File: src/rtl/mult_arbiter_if.sv
// mult_arbiter_if: requester-side and multiplier-side signals of mult_arbiter.
// slave  = the arbiter's view; master = the view of whatever drives
// requests and models the multiplier.
interface mult_arbiter_if #(
  parameter int unsigned NUM_REQ = 4,
  parameter int unsigned DATA_W  = 8
);
  logic [NUM_REQ-1:0]        req;
  logic [NUM_REQ*DATA_W-1:0] req_a;
  logic [NUM_REQ*DATA_W-1:0] req_b;
  logic [NUM_REQ-1:0]        gnt;
  logic [NUM_REQ-1:0]        done;
  logic [2*DATA_W-1:0]       resp_data;
  logic                      resp_err;
  logic                      busy;
  logic [DATA_W-1:0]         mul_a;
  logic [DATA_W-1:0]         mul_b;
  logic                      mul_en;
  logic [2*DATA_W-1:0]       mul_out;
  logic                      mul_ack;

  modport slave (
    input  req, req_a, req_b, mul_out, mul_ack,
    output gnt, done, resp_data, resp_err, busy, mul_a, mul_b, mul_en
  );

  modport master (
    output req, req_a, req_b, mul_out, mul_ack,
    input  gnt, done, resp_data, resp_err, busy, mul_a, mul_b, mul_en
  );
endinterface

File: src/rtl/mult_arbiter.sv
// mult_arbiter: round-robin arbiter sharing one en/ack multiplier among
// NUM_REQ requesters. Optional WAIT timeout enabled by MULT_ARB_TIMEOUT_EN.
module mult_arbiter #(
  parameter int unsigned NUM_REQ = 4,
  parameter int unsigned DATA_W  = 8,
  parameter int unsigned TIMEOUT = 16
) (
  input  logic          clk,
  input  logic          reset,
  mult_arbiter_if.slave bus
);
  localparam int unsigned IDX_W = (NUM_REQ > 1) ? $clog2(NUM_REQ) : 1;
  localparam logic [IDX_W-1:0] LAST_IDX = IDX_W'(NUM_REQ - 1);

  typedef enum logic [1:0] {IDLE, ISSUE, WAIT, RESP} state_t;

  state_t              state_q, state_d;
  logic [IDX_W-1:0]    ptr_q, ptr_d;
  logic [IDX_W-1:0]    owner_q, owner_d;
  logic [NUM_REQ-1:0]  gnt_q, gnt_d;
  logic [NUM_REQ-1:0]  done_q, done_d;
  logic [2*DATA_W-1:0] resp_data_q, resp_data_d;
  logic [DATA_W-1:0]   mul_a_q, mul_a_d;
  logic [DATA_W-1:0]   mul_b_q, mul_b_d;
  logic                mul_en_q, mul_en_d;
  logic                busy_q, busy_d;

  logic                win_found;
  logic [IDX_W-1:0]    win_idx;
  logic [IDX_W-1:0]    cand_idx;
  int unsigned         cand;

`ifdef MULT_ARB_TIMEOUT_EN
  localparam int unsigned CNT_W = (TIMEOUT > 1) ? $clog2(TIMEOUT) : 1;
  localparam logic [CNT_W-1:0] CNT_LAST = CNT_W'(TIMEOUT - 1);
  logic [CNT_W-1:0]    cnt_q, cnt_d;
  logic                resp_err_q, resp_err_d;
`endif

  // Round-robin search: first requesting index at or above the pointer, wrapping.
  always_comb begin
    win_found = 1'b0;
    win_idx   = '0;
    cand      = 0;
    cand_idx  = '0;
    for (int unsigned i = 0; i < NUM_REQ; i++) begin
      cand = int'(ptr_q) + i;
      if (cand >= NUM_REQ) cand = cand - NUM_REQ;
      cand_idx = cand[IDX_W-1:0];
      if (!win_found && bus.req[cand_idx]) begin
        win_found = 1'b1;
        win_idx   = cand_idx;
      end
    end
  end

  // Next-state and registered-output values for the transaction FSM.
  always_comb begin
    state_d     = state_q;
    ptr_d       = ptr_q;
    owner_d     = owner_q;
    gnt_d       = '0;
    done_d      = '0;
    mul_en_d    = 1'b0;
    resp_data_d = resp_data_q;
    mul_a_d     = mul_a_q;
    mul_b_d     = mul_b_q;
`ifdef MULT_ARB_TIMEOUT_EN
    cnt_d       = cnt_q;
    resp_err_d  = resp_err_q;
`endif
    case (state_q)
      IDLE: begin
        if (win_found) begin
          owner_d          = win_idx;
          mul_a_d          = bus.req_a[DATA_W*int'(win_idx) +: DATA_W];
          mul_b_d          = bus.req_b[DATA_W*int'(win_idx) +: DATA_W];
          gnt_d[win_idx]   = 1'b1;
          mul_en_d         = 1'b1;
          state_d          = ISSUE;
        end
      end
      ISSUE: begin
        state_d = WAIT;
`ifdef MULT_ARB_TIMEOUT_EN
        cnt_d   = '0;
`endif
      end
      WAIT: begin
        // A real ack takes precedence over a timeout firing on the same edge.
        if (bus.mul_ack) begin
          resp_data_d     = bus.mul_out;
          done_d[owner_q] = 1'b1;
          state_d         = RESP;
`ifdef MULT_ARB_TIMEOUT_EN
          resp_err_d      = 1'b0;
        end else if (cnt_q == CNT_LAST) begin
          resp_data_d     = '0;
          done_d[owner_q] = 1'b1;
          resp_err_d      = 1'b1;
          state_d         = RESP;
        end else begin
          cnt_d           = cnt_q + 1'b1;
`endif
        end
      end
      RESP: begin
        ptr_d   = (owner_q == LAST_IDX) ? '0 : owner_q + 1'b1;
        state_d = IDLE;
      end
      default: state_d = IDLE;
    endcase
    busy_d = (state_d != IDLE);
  end

  // State and output registers; reset aborts any transaction in flight.
  always_ff @(posedge clk or posedge reset) begin
    if (reset) begin
      state_q     <= IDLE;
      ptr_q       <= '0;
      owner_q     <= '0;
      gnt_q       <= '0;
      done_q      <= '0;
      resp_data_q <= '0;
      mul_a_q     <= '0;
      mul_b_q     <= '0;
      mul_en_q    <= 1'b0;
      busy_q      <= 1'b0;
`ifdef MULT_ARB_TIMEOUT_EN
      cnt_q       <= '0;
      resp_err_q  <= 1'b0;
`endif
    end else begin
      state_q     <= state_d;
      ptr_q       <= ptr_d;
      owner_q     <= owner_d;
      gnt_q       <= gnt_d;
      done_q      <= done_d;
      resp_data_q <= resp_data_d;
      mul_a_q     <= mul_a_d;
      mul_b_q     <= mul_b_d;
      mul_en_q    <= mul_en_d;
      busy_q      <= busy_d;
`ifdef MULT_ARB_TIMEOUT_EN
      cnt_q       <= cnt_d;
      resp_err_q  <= resp_err_d;
`endif
    end
  end

  assign bus.gnt       = gnt_q;
  assign bus.done      = done_q;
  assign bus.resp_data = resp_data_q;
  assign bus.mul_a     = mul_a_q;
  assign bus.mul_b     = mul_b_q;
  assign bus.mul_en    = mul_en_q;
  assign bus.busy      = busy_q;
`ifdef MULT_ARB_TIMEOUT_EN
  assign bus.resp_err  = resp_err_q;
`else
  assign bus.resp_err  = 1'b0;
`endif

endmodule

File: src/flat_wrapper.sv
// flat-port wrapper written by rule: the top's interface ports become plain ports
module mult_arbiter_flat 
#(
  parameter int unsigned NUM_REQ = 4,
  parameter int unsigned DATA_W  = 8,
  parameter int unsigned TIMEOUT = 16
)
  (clk, reset, bus_req, bus_req_a, bus_req_b, bus_mul_out, bus_mul_ack, bus_gnt, bus_done, bus_resp_data, bus_resp_err, bus_busy, bus_mul_a, bus_mul_b, bus_mul_en);
  mult_arbiter_if #(.NUM_REQ(NUM_REQ), .DATA_W(DATA_W)) bus_i ();
  input  logic clk;
  input  logic reset;
  input wire logic [$bits(bus_i.req)-1:0] bus_req;
  input wire logic [$bits(bus_i.req_a)-1:0] bus_req_a;
  input wire logic [$bits(bus_i.req_b)-1:0] bus_req_b;
  input wire logic [$bits(bus_i.mul_out)-1:0] bus_mul_out;
  input wire logic [$bits(bus_i.mul_ack)-1:0] bus_mul_ack;
  output wire logic [$bits(bus_i.gnt)-1:0] bus_gnt;
  output wire logic [$bits(bus_i.done)-1:0] bus_done;
  output wire logic [$bits(bus_i.resp_data)-1:0] bus_resp_data;
  output wire logic [$bits(bus_i.resp_err)-1:0] bus_resp_err;
  output wire logic [$bits(bus_i.busy)-1:0] bus_busy;
  output wire logic [$bits(bus_i.mul_a)-1:0] bus_mul_a;
  output wire logic [$bits(bus_i.mul_b)-1:0] bus_mul_b;
  output wire logic [$bits(bus_i.mul_en)-1:0] bus_mul_en;
  assign bus_i.req = bus_req;
  assign bus_i.req_a = bus_req_a;
  assign bus_i.req_b = bus_req_b;
  assign bus_i.mul_out = bus_mul_out;
  assign bus_i.mul_ack = bus_mul_ack;
  assign bus_gnt = bus_i.gnt;
  assign bus_done = bus_i.done;
  assign bus_resp_data = bus_i.resp_data;
  assign bus_resp_err = bus_i.resp_err;
  assign bus_busy = bus_i.busy;
  assign bus_mul_a = bus_i.mul_a;
  assign bus_mul_b = bus_i.mul_b;
  assign bus_mul_en = bus_i.mul_en;
  mult_arbiter #(.NUM_REQ(NUM_REQ), .DATA_W(DATA_W), .TIMEOUT(TIMEOUT)) u_core (.clk(clk), .reset(reset), .bus(bus_i));
endmodule
File: config.mk
export PLATFORM = sky130hd
export DESIGN_NAME = mult_arbiter_flat
export DESIGN_NICKNAME = d
export VERILOG_FILES = /design/src/rtl/mult_arbiter_if.sv /design/src/rtl/mult_arbiter.sv /design/src/flat_wrapper.sv
export SDC_FILE = /design/constraint.sdc
export NUM_CORES = 1
export LEC_CHECK = 0
export BUFFER_PORTS_ARGS = -buffer_cell sky130_fd_sc_hd__buf_2
export CAP_MARGIN = 20
export CORE_MARGIN = 5
export CORE_UTILIZATION = 44
export CTS_CLUSTER_SIZE = 20
export DETAILED_ROUTE_END_ITERATION = 12
export MAX_ROUTING_LAYER = met4
export PLACE_DENSITY = 0.79
export SYNTH_ARGS = -nofsm -noshare
export SYNTH_HDL_FRONTEND = slang
export SYNTH_SLANG_ARGS = --single-unit
File: constraint.sdc
create_clock -name clk -period 2.22 [get_ports clk]
set_clock_uncertainty 0.15 [all_clocks]
set_input_delay 0.666 -clock clk [delete_from_list [all_inputs] [get_ports clk]]
set_output_delay 0.666 -clock clk [all_outputs]
set_load 0.01 [all_outputs]
==> metrics.md <==
| Metric | Value |
|---|---|
| Status | complete, no violations |
| M1 wire length | 2.417 mm |
| Clock Path Buffers | 2 |
| DR top layer | met4 |
| Clk_lat worst skew | a little under 0.3 ns |
| Crit end category | register |
| Critical Path AT | 2.08 ns |
| Number of buffers added on ports | 128 |
| Worst path slowest cell | dfrtp_1 |
| Routed wire length | between 5 and 6 mm |
| Remaining DRCs | 0 |
| P_int | 2.550 mW |
| CP startpoint | u_core.ptr_q[1] |
| Die Ht | 83.12 um |
| Avg Cell Area, Syn | 12.58 sq um |
| P&R area growth vs syn | 39.42% |
| Clock sink total | 48 |
| Buffers & Inverters on Critical Path | 1 |
| Root buffer cell | clkbuf_8 |
| Wire length per cell | roughly 14 um |
| Worst Reg-to-Reg Cells | 6 |
| Lkg Pwr | 1.686 nW |
| Mapped Nets | 281 |
| Largest delay share family, worst path | flip-flops |
| Pwr Total | ~4.0 mW |
| CTS resizes | 0 |
| GR Overflow Total | 0 |
| Die width | 83.12 um |
| Inst Count DP | 391 |
| Vias/cell | slightly above 5 |
| Vias in the first global route | 2,135 |
| Power per cell area | 1234 nW/um^2 |
| Combinational share of power | 0.509 |
| # diodes | 0 |
| Crit-path max cell delay | 0.47 ns |
| Maxcap violations | 0 |
| Hold Vio Cnt, Final | 0 |
| Clock power share | 0.125 |
| Global-route wire length before repair | 9.729 mm |
| Warning count from the yosys run | 0 |
| Max Fclk | 484.3 MHz |
| Ports | between 100 and 150 |
| Worst path depth | 6 |
| Antenna-violating nets left | 0 |
| Nets | 425 |
| Synth cell types | 34 |
| Ys flop type | dfrtp_1 |
| Area contributors post-synth | dfrtp_1 (51%), mux2_1 (13%), mux2i_1 (5.5%), o22ai_1 (4.5%), ha_1 (3.7%) |
| Flops & latches, synth | between 40 and 50 |
| Routability Congestion | 0.8457 |
| Sw Pwr | roughly 1.5 mW |
| Met2 routed WL | ~2.8 mm |
| Async set-reset flop share out of synthesis | 1.000 |
| Top cells by count, synth | dfrtp_1 (48), mux2_1 (28), o22ai_1 (17) |
| Initial antenna violation count | 0 |
| Peak supply drop | 0.5965 mV |
| CP Capture Point | u_core.bus.mul_b[2] |
| Final setup vio count | 0 |
| Period minus WS final | between 2 and 2.5 ns |
| Setup ws final | about 0.16 ns |
| Most numerous cell in the Yosys netlist | dfrtp_1 |
| Largest fanout on the critical path | 8 |
| Largest net degree at the start of global routing | 32 |
| Final period util | 0.9301 |
| H-tree levels | 2 |
| Reg-to-Reg End | u_core.bus.mul_b[2] |
| Critical Path Start Type | register |
| Crit-path cells | or3b_1 > o221ai_4 > buf_4 > mux2_1 > o22ai_1 > a21oi_1 |
| Net Sw Frac | 0.3697 |
| Post-synth top area share | 0.5106 |
| Required @ worst endpoint | 2.24 ns |
| Synth area leader | dfrtp_1 |
| Die area | 6908 sq um |
| Max Slew Vio Count | 0 |
| Iter 0 DRT Violations | 43 |
| RSZ-0062 raised after global routing | false |
| Hold buffer count at CTS | 0 |
| Clk slew on worst S/H paths | ~0.080 ns |
| CP Class | reg2reg |
| Synth Instances | about 190 |
| Tightest Hold Check Type | in2async |
| Vias | approximately 2.0k |
| Share of cells above drive strength 1 | 0.5120 |
| Setup Buffers After CTS | 0 |
| Post-synth EDFFs | 0 |
| First drt pass iteration count | 4 |
| Detailed placement HPWL | 4.643 mm |
| Core region area | 5140 sq um |
| TritonCTS clock tree | built |
| Row cnt | 26 |
| Total GRT Usage | 0.1743 |
| Non-Filler Instances | 402 |
| Sequential share of the synthesized area | 0.5106 |
| Starting Density | 0.4576 |
| Routed wl met3 | 438 um |
| CTS buffer count | 5 |
| Post-Place Worst Slack | -0.1658 ns |
| Sequential group share of total power | 0.365 |
| Worst reg2reg startpoint | u_core.ptr_q[1] |
| Syn Std Cell Area | 2352 sq um |
| Reg2reg setup slack | between 0.15 and 0.2 ns |
| WHS | 0.2099 ns |
## worst min path at each step
stage / cells after the start / slack, ns / start / end
after floorplan: 1 / 0.38 / u_core.bus.resp_data[10] / u_core.bus.resp_data[10]
after global placement: 1 / 0.32 / u_core.bus.resp_data[4] / u_core.bus.resp_data[4]
after detailed placement: 1 / 0.33 / u_core.bus.resp_data[2] / u_core.bus.resp_data[2]
after CTS: 2 / 0.21 / reset / u_core.bus.resp_data[4]
after global routing: 2 / 0.24 / reset / u_core.bus.mul_b[4]
final: 2 / 0.21 / reset / u_core.bus.mul_b[4]
## cell type report
cell class	count	area (sq um)
tap	70	87.58
multi-input combinational	123	1061
clock buffer	8	90.09
sequential	48	1201
inverter	7	26.28
timing repair buffer	146	813.3
fill	443	1861
## cell families after synthesis
group                    synth area share
AND/OR/NAND/NOR                   0.05798
flip-flops                         0.5106
buffers and inverters             0.04096
AO/OA/AOI/OAI                      0.1383
other                            0.001594
adder cells (fa/ha/maj)           0.03723
multiplexers                       0.2133
## metal layers
metal,vias up,global-route usage
met1,952,0.2155
met4,0,0.05646
li1,968,-
met5,-,-
met2,88,0.2792
met3,13,0.04554
## stage by stage
| stage | setup TNS [ns] | util | instance area [sq um] |
|---|---|---|---|
| after floorplan | 0 | - | 2352 |
| after global placement | -2.069 | 0.6161 | 3167 |
| after detailed placement | -2.496 | 0.6161 | 3167 |
| after CTS | 0 | 0.6336 | 3257 |
| after global routing | 0 | 0.6380 | 3279 |
| final | 0 | 0.6380 | 3279 |
## worst reg2reg max path: stages, from the launching register on
cell	delay, ns
dfrtp_1	0.47
or3b_1	0.47
o221ai_4	0.12
buf_4	0.22
mux2_1	0.33
o22ai_1	0.12
a21oi_1	0.07
## power by group through the flow
stage	Combinational, mW	Clock [mW]	Sequential [mW]
floorplan	1.10	0	1.65
global placement	2.02	0	1.47
detailed placement	2.07	0	1.49
CTS	2.07	0.525	1.48
global route	2.27	0.577	1.53
finish	2.06	0.507	1.48
## cell usage in the layout (no fill, tap or decap), types with 3 or more instances in the layout
cell type / Yosys / routed
a21oi_1: 7 / 7
dfrtp_1: 48 / 48
buf_12: 0 / 3
clkbuf_8: 0 / 6
a31oi_1: 4 / 4
mux2_2: 5 / 5
buf_4: 1 / 15
o22ai_1: 17 / 17
a21oi_2: 6 / 6
mux2_1: 28 / 28
ha_1: 7 / 7
mux2i_1: 13 / 13
and3_1: 4 / 4
inv_1: 7 / 6
nand2_1: 12 / 12
buf_2: 2 / 128
## sequential cells by signal, summed over array words and instances (netlist names)
signal                flops
u_core.bus.mul_b          8
u_core.bus.mul_a          8
u_core.state_q            2
u_core.ptr_q              2
u_core.bus.busy           1
u_core.owner_q            2
u_core.bus.done           4
u_core.bus.mul_en         1
u_core.bus.gnt            4
u_core.bus.resp_data     16
Note: power is estimated with default switching activity, not from simulation.
